<file path="src/rtl/rob.sv">
// Reorder buffer: allocates indices at dispatch, collects out-of-order writebacks and retires in order.
// Writeback to head in cycle N -> commit_* in N+2; dis_ready drops while full or while flush pulses.
module rob #(
    parameter int ROB_IDX_WIDTH = 5
) (
    input  logic                     clk,
    input  logic                     rst_n,
    input  logic                     dis_valid,
    input  logic [4:0]               dis_rd_addr,
    input  logic                     dis_regf_we,
    output logic                     dis_ready,
    output logic [ROB_IDX_WIDTH-1:0] dis_rob_idx,
    input  logic                     wb_valid,
    input  logic [ROB_IDX_WIDTH-1:0] wb_rob_idx,
    input  logic [31:0]              wb_data,
    input  logic                     wb_mispredict,
    output logic                     commit_valid,
    output logic [ROB_IDX_WIDTH-1:0] commit_rob_idx,
    output logic                     commit_regf_we,
    output logic [4:0]               commit_rd_addr,
    output logic [31:0]              commit_data,
    output logic                     flush
);

    localparam int W     = ROB_IDX_WIDTH;
    localparam int DEPTH = 2 ** W;
    localparam logic [W:0] PTR_ONE = (W + 1)'(1);

    typedef struct packed {
        logic        vld;
        logic        done;
        logic        mispredict;
        logic        regf_we;
        logic [4:0]  rd_addr;
        logic [31:0] dat;
    } rob_entry_t;

    rob_entry_t ent_q [DEPTH];
    rob_entry_t ent_d [DEPTH];

    logic [W:0]   head_q, head_d;
    logic [W:0]   tail_q, tail_d;

    logic         commit_valid_q,   commit_valid_d;
    logic [W-1:0] commit_rob_idx_q, commit_rob_idx_d;
    logic         commit_regf_we_q, commit_regf_we_d;
    logic [4:0]   commit_rd_addr_q, commit_rd_addr_d;
    logic [31:0]  commit_data_q,    commit_data_d;
    logic         flush_q,          flush_d;

    logic [W-1:0] head_idx;
    logic [W-1:0] tail_idx;
    rob_entry_t   head_ent;
    logic         full;
    logic         alloc;
    logic         retire;

    assign head_idx = head_q[W-1:0];
    assign tail_idx = tail_q[W-1:0];
    assign head_ent = ent_q[head_idx];

    // Wrap bits differ but indices match: every slot is occupied.
    assign full   = (head_q[W] != tail_q[W]) && (head_idx == tail_idx);
    assign alloc  = dis_valid && dis_ready;
    // Retire looks only at registered state, so a same-cycle writeback to head waits a cycle.
    assign retire = head_ent.vld && head_ent.done;

    assign dis_ready      = !full && !flush_q;
    assign dis_rob_idx    = tail_idx;
    assign commit_valid   = commit_valid_q;
    assign commit_rob_idx = commit_rob_idx_q;
    assign commit_regf_we = commit_regf_we_q;
    assign commit_rd_addr = commit_rd_addr_q;
    assign commit_data    = commit_data_q;
    assign flush          = flush_q;

    always_comb begin
        ent_d            = ent_q;
        head_d           = head_q;
        tail_d           = tail_q;
        commit_valid_d   = 1'b0;
        commit_rob_idx_d = commit_rob_idx_q;
        commit_regf_we_d = commit_regf_we_q;
        commit_rd_addr_d = commit_rd_addr_q;
        commit_data_d    = commit_data_q;
        flush_d          = 1'b0;

        if (alloc) begin
            ent_d[tail_idx].vld        = 1'b1;
            ent_d[tail_idx].done       = 1'b0;
            ent_d[tail_idx].mispredict = 1'b0;
            ent_d[tail_idx].regf_we    = dis_regf_we;
            ent_d[tail_idx].rd_addr    = dis_rd_addr;
            ent_d[tail_idx].dat        = '0;
            tail_d                     = tail_q + PTR_ONE;
        end

        if (wb_valid && ent_q[wb_rob_idx].vld) begin
            ent_d[wb_rob_idx].done       = 1'b1;
            ent_d[wb_rob_idx].dat        = wb_data;
            ent_d[wb_rob_idx].mispredict = wb_mispredict;
        end

        if (retire) begin
            commit_valid_d       = 1'b1;
            commit_rob_idx_d     = head_idx;
            commit_regf_we_d     = head_ent.regf_we && (head_ent.rd_addr != 5'd0);
            commit_rd_addr_d     = head_ent.rd_addr;
            commit_data_d        = head_ent.dat;
            ent_d[head_idx].vld  = 1'b0;
            head_d               = head_q + PTR_ONE;

            // A mispredicted retire still commits itself, then squashes everything younger,
            // including any allocation attempted on this same edge.
            if (head_ent.mispredict) begin
                for (int i = 0; i < DEPTH; i++) begin
                    ent_d[i].vld = 1'b0;
                end
                head_d  = '0;
                tail_d  = '0;
                flush_d = 1'b1;
            end
        end
    end

    always_ff @(posedge clk or negedge rst_n) begin
        if (!rst_n) begin
            for (int i = 0; i < DEPTH; i++) begin
                ent_q[i] <= '0;
            end
            head_q           <= '0;
            tail_q           <= '0;
            commit_valid_q   <= 1'b0;
            commit_rob_idx_q <= '0;
            commit_regf_we_q <= 1'b0;
            commit_rd_addr_q <= '0;
            commit_data_q    <= '0;
            flush_q          <= 1'b0;
        end else begin
            for (int i = 0; i < DEPTH; i++) begin
                ent_q[i] <= ent_d[i];
            end
            head_q           <= head_d;
            tail_q           <= tail_d;
            commit_valid_q   <= commit_valid_d;
            commit_rob_idx_q <= commit_rob_idx_d;
            commit_regf_we_q <= commit_regf_we_d;
            commit_rd_addr_q <= commit_rd_addr_d;
            commit_data_q    <= commit_data_d;
            flush_q          <= flush_d;
        end
    end

endmodule

</file>
<file path="config.mk">
export PLATFORM = sky130hd
export DESIGN_NAME = rob
export DESIGN_NICKNAME = d
export VERILOG_FILES = /design/src/rtl/rob.sv
export SDC_FILE = /design/constraint.sdc
export NUM_CORES = 2
export LEC_CHECK = 0
export ABC_AREA = 0
export CAP_MARGIN = 25
export CORE_MARGIN = 2
export CORE_UTILIZATION = 30
export CTS_BUF_LIST = sky130_fd_sc_hd__clkbuf_8
export DETAILED_ROUTE_END_ITERATION = 6
export PLACE_DENSITY = 0.52
export SLEW_MARGIN = 10
export SYNTH_ARGS = -nofsm -noshare
export SYNTH_HDL_FRONTEND = slang
export SYNTH_SLANG_ARGS = --single-unit
</file>
<file path="constraint.sdc">
create_clock -name clk -period 3.6 [get_ports clk]
set_input_delay 1.08 -clock clk [delete_from_list [all_inputs] [get_ports clk]]
set_output_delay 1.08 -clock clk [all_outputs]
set_load 0.01 [all_outputs]
</file>
## Yosys cells after proc, flatten, opt, wreduce, memory -nomap -nowiden

Index checks and enable logic that the tools add are counted.

- Logic and storage cells: 303
- Bits in registers: 1369
- Input bits: 48
- Output and inout bits: 51

- Eq/ne operators: 2
- Muxes and demuxes: 78
- Magnitude comparators: 6
- Add/subtract/negate cells: 2
- Reduce and logical (&&, ||, !) cells: 12
- Bitwise operators: 3

Operators by type and width:

| kind | number |
|---|---|
| bitwise mux 1312 bit | 10 |
| 2-to-1 mux 1312 bit | 3 |
| demux 41 bit (select 5 bit) | 10 |
| binary-select mux 41 bit (select 5 bit) | 2 |
| 2-to-1 mux 41 bit | 6 |
| 2-to-1 mux 40 bit | 2 |
| 2-to-1 mux 39 bit | 2 |
| 2-to-1 mux 32 bit | 2 |
| 2-to-1 mux 38 bit | 1 |
| 2-to-1 mux 37 bit | 1 |
| 2-to-1 mux 1 bit | 35 |
| 2-to-1 mux 6 bit | 4 |
| greater-or-equal comparator 6 bit (second input constant) | 3 |
| less-than comparator 6 x 1 -> 1 bit (second input constant) | 3 |
| NOT 5 -> 6 bit | 3 |
| adder 6 x 1 -> 6 bit (second input constant) | 2 |
| logical AND 1 bit | 9 |
| == test 5 bit | 1 |
| nonzero test 5 bit | 1 |
| logical NOT 1 bit | 2 |
| inequality test 1 bit | 1 |

## Depth between registers and ports, before layout

- Depth in word-level cells: 19
- Gate-level depth with buffers: 12
- Mapped depth without buffers: 7

## Worst setup path after synthesis

OpenSTA, ideal clock, no wires.

- Path type: in2reg
- Start point: input wb_rob_idx[0]
- End point: register ent_q[326] (netlist name)
- Data arrival time: 2.961 ns
- Stages on the path: 10
- Setup slack: 0.521 ns
- Cell sequence: buf_2 mux4_2 a22oi_1 and4_1 buf_2 buf_2 nor2_1 buf_2 buf_2 a21o_1

RTL lines:

| element | RTL line | RTL |
|---|---|---|
| start: declaration | 14 | `input logic [ROB_IDX_WIDTH-1:0] wb_rob_idx,` |
| end signal: indexed assignment | 141 | `ent_q[i] <= ent_d[i];` |
| end: declaration | 38 | `rob_entry_t ent_q [DEPTH];` |

## Final worst setup path

- Start point: register head_q[1]
- End point: output dis_ready

- Cells in the longest elaborated chain, start to end: 4

Ends and longest elaborated chain:

| element | RTL line | RTL |
|---|---|---|
| start: declaration | 41 | `logic [W:0] head_q, head_d;` |
| start signal: assignment | 131 | `head_q <= '0;` |
| start signal: assignment | 143 | `head_q <= head_d;` |
| == test 5 bit | 63 | `assign full = (head_q[W] != tail_q[W]) && (head_idx == tail_idx);` |
| logical AND 1 bit | 63 |  |
| logical NOT 1 bit | 68 | `assign dis_ready = !full && !flush_q;` |
| logical AND 1 bit | 68 |  |
| end: declaration | 11 | `output logic dis_ready,` |

Every way passes these cells.

==> impl_results.md <==
- Status: complete, but fails checks
- Failing checks: DRC
- Max-cap violations: 0
- Ratio of cells with drive above 1 in the final layout: between 10% and 20%
- Die area: 217000 um2
- CP arrival: 2.38 ns
- Non-filler cells, final: approximately 9400
- Final Hold Vio Count: 0
- Fillers: roughly 21000
- Detailed-route wire length: approximately 240000 um
- Slew Limit Fails: 0
- Ys Warns: 0
- DR DRC count: 10
- Crit path cell chain: xor2_1 -> nor4_4 -> a21oi_1 -> dlygate4sd2_1
- CP max FO: 2
- Clk Latency, worst-skew pair: 1.02 ns
- Core area: 212100 um2
- Clk buf depth: 3
- Cts bufs inserted: 232
- Post-synthesis sequential area ratio: a little over half
- Kind of critical path: flop to primary output
- Reg2Reg Launch Point: head_q[0]
- DRT antenna net count: 0
- Average cell area after synthesis: 10.04 um2
- Design area: 75490 um2
- Hold Crit Depth: 1
- Row Count: ~170
- WP buf/inv: 1
- Cell taking the most area after synthesis: dfrtp_1
- Vias in the first global route: 49520
- Clk sinks: 1369
- DP Wirelength: 148700 um
- DR pass1 iterations: 7
- Vias per cell: 5.240
- Dpl cells: 9011
- Slew HR: 37.78%
- Fmax: around 0.29 GHz
- WHS: 0.4776 ns
- Cell leakage power: 31.90 nW
- Root Buffer: clkbuf_8
- Reg2Reg Depth: 9
- Pwr Density: approximately 740 nW/um2
- Placed instance area: roughly 70000 um2
- Vias: between 40000 and 50000
- Antenna violations before repair: 11
- Kind of end point of the critical path: primary output
- RSZ-0062 raised after global routing: false
- Chip width: 465.8 um
- Die Ht: 465.8 um
- Layout area overhead: 17.99%
- Largest net degree at the start of global routing: 106
- H-tree levels: 4
- Number of synthesized flops with an enable pin: 0
- First-pass GRT wire length: 347600 um
- GP Congestion: 0.8728
- Startpoint Class: flop
- IO Port Bufs: 98
- CP Data Required Time: 2.52 ns
- Synth top area share: 53.55%
- WL per Instance: 24.98 um
- Hold Path Class: flop to flop
- CP Depth: 4
- Worst slew pin tran: 0.9334 ns
- Total track usage: 21.60%
- Crit path launch: head_q[1]
- Ports: 99
- Max incr delay on CP: 0.49 ns
- Worst path slowest cell: dfrtp_4
- Final setup viols: 0
- Largest cells by area after synthesis: dfrtp_1 54%, nand2_1 13%, mux4_2 9.9%
- Initial Utilization: 30.16%
- Mapped Area: 63980 um2
- Period utilization: 95.99%
- Worst IR Drop VDD: 0.4882 mV
- Iter 0 DRT Violations: 5117
- Min cycle time layout: 3.456 ns
- Gate count after technology mapping: 6374
- Post-synthesis register bit count: 1369
- CTS tree: yes
- Gr ovfl total: 0
- Largest delay share family, worst path: flip-flops
- Post-synth net total: 6430
- Setup Skew: a little over 0.08 ns
- Hold Startpoint: ent_q[285]
- Async SR Flop Fraction: 100.0%
- Worst-path clk slew: 0.06 ns
- Net count, final: about 6500
- Synth Flop Type: dfrtp_1
- Distinct cells, synth: between 50 and 60
[layout make-up]
class	instances	area, um2	area share, %
multi-input cells	4339	27490	36.42
flip-flops and latches	1369	34270	45.40
clock buffers	310	4267	5.652
diodes	4	10.01	0.01326
clock inverters	113	613.1	0.8122
well taps	2821	3530	4.676
inverters	31	118.9	0.1575
repair buffers	459	5189	6.874
[placed cells by master (no fill, tap or decap), types with 11 or more instances in the layout]
master / n
mux2_2: 210
mux4_2: 280
clkbuf_8: 310
a22o_1: 64
nor4_1: 11
o21ai_0: 1060
nand3_4: 32
nand2_1: 2161
clkinv_2: 25
dfrtp_1: 1362
a22oi_1: 12
buf_12: 117
mux2i_1: 97
clkdlybuf4s50_1: 96
a31oi_1: 43
o22ai_1: 57
a21o_1: 32
inv_1: 100
buf_4: 240
nor2_1: 49
a221oi_1: 88
nor2_4: 33
[stage by stage]
stage,total power [mW],utilization [%],TNS [ns],setup slack [ns]
global placement,40.95,33.24,-97.75,-0.2226
finish,56.06,35.59,0,0.1443
CTS,56.32,35.58,0,0.05117
detailed placement,41.55,33.24,-145.23,-0.3029
floorplan,34.08,-,0,0.5211
global route,59.08,35.59,0,0.06065
[timing repair]
action,4_1_cts,5_1_grt
hold buffers,1,0
setup buffers,6,0
resized for setup,10,0
endpoints found under the setup margin,1,0
endpoints found under the hold margin,41,0
[worst paths after layout]
check / to / slack (ns)
max: dis_ready / 0.14
max reg2reg: commit_data[25] / 0.24
min: ent_q[285] / 0.48
max in group asynchronous: ent_q[411] / 1.78
min in group asynchronous: asynchronous set/reset pin / 0.61
min reg2reg: ent_q[285] / 0.48
[metal layers]
layer	part of all wire, %	vias to the layer above	GRT usage [%]
met5	0.012	-	0
met3	6.6	467	3.537
met1	43	25010	29.78
met4	4.0	6	8.456
met2	46	2044	33.94
li1	-	21960	-
[logic make-up (layout without fill, tap and decap cells)]
group | count (synthesis) | in the layout | synth area share, %
xor gates and xnor gates | 10 | 10 | 0.1369
other | 0 | 4 | 0
DFF | 1369 | 1369 | 53.55
buffers and inverters | 666 | 913 | 4.575
adders and majority gates | 8 | 8 | 0.1565
muxes | 587 | 587 | 15.07
and+or+nand+nor | 2355 | 2355 | 14.34
AOI/OAI and AO/OA | 1379 | 1379 | 12.17
[report_power, final]
part | total, mW | internal, mW | switching, mW
sequential | 23.7 | 20.6 | 3.12
clock | 14.6 | 7.71 | 6.90
combinational | 17.7 | 7.94 | 9.81
total | 56.1 | 36.2 | 19.8
[synth_stat cells (2+ instances only)]
cell type,number
mux2_2,210
nor2_1,83
buf_4,29
nor3_1,5
ha_1,8
a22oi_1,12
a31oi_1,43
xor2_1,7
nand3_1,35
nand4_1,4
a21o_1,32
or4_1,3
and4_1,2
a311oi_1,8
and3b_1,6
buf_1,112
and2_1,9
o2bb2ai_1,2
o22ai_1,57
nor2b_1,2
and3_1,5
o21ai_0,1060
a221oi_1,88
nand2b_1,2
o21ai_1,3
nand4b_1,4
nand2_1,2161
mux4_2,280
or4b_2,2
clkbuf_1,275
buf_2,212
nor3b_1,9
inv_1,30
dfrtp_1,1369
a21oi_1,5
nor4_2,3
xnor2_1,3
or4b_1,2
mux2i_1,97
nor4_1,11
a22o_1,64
nand4bb_1,5
buf_6,7
No activity file was read; power rests on OpenSTA's default activity.
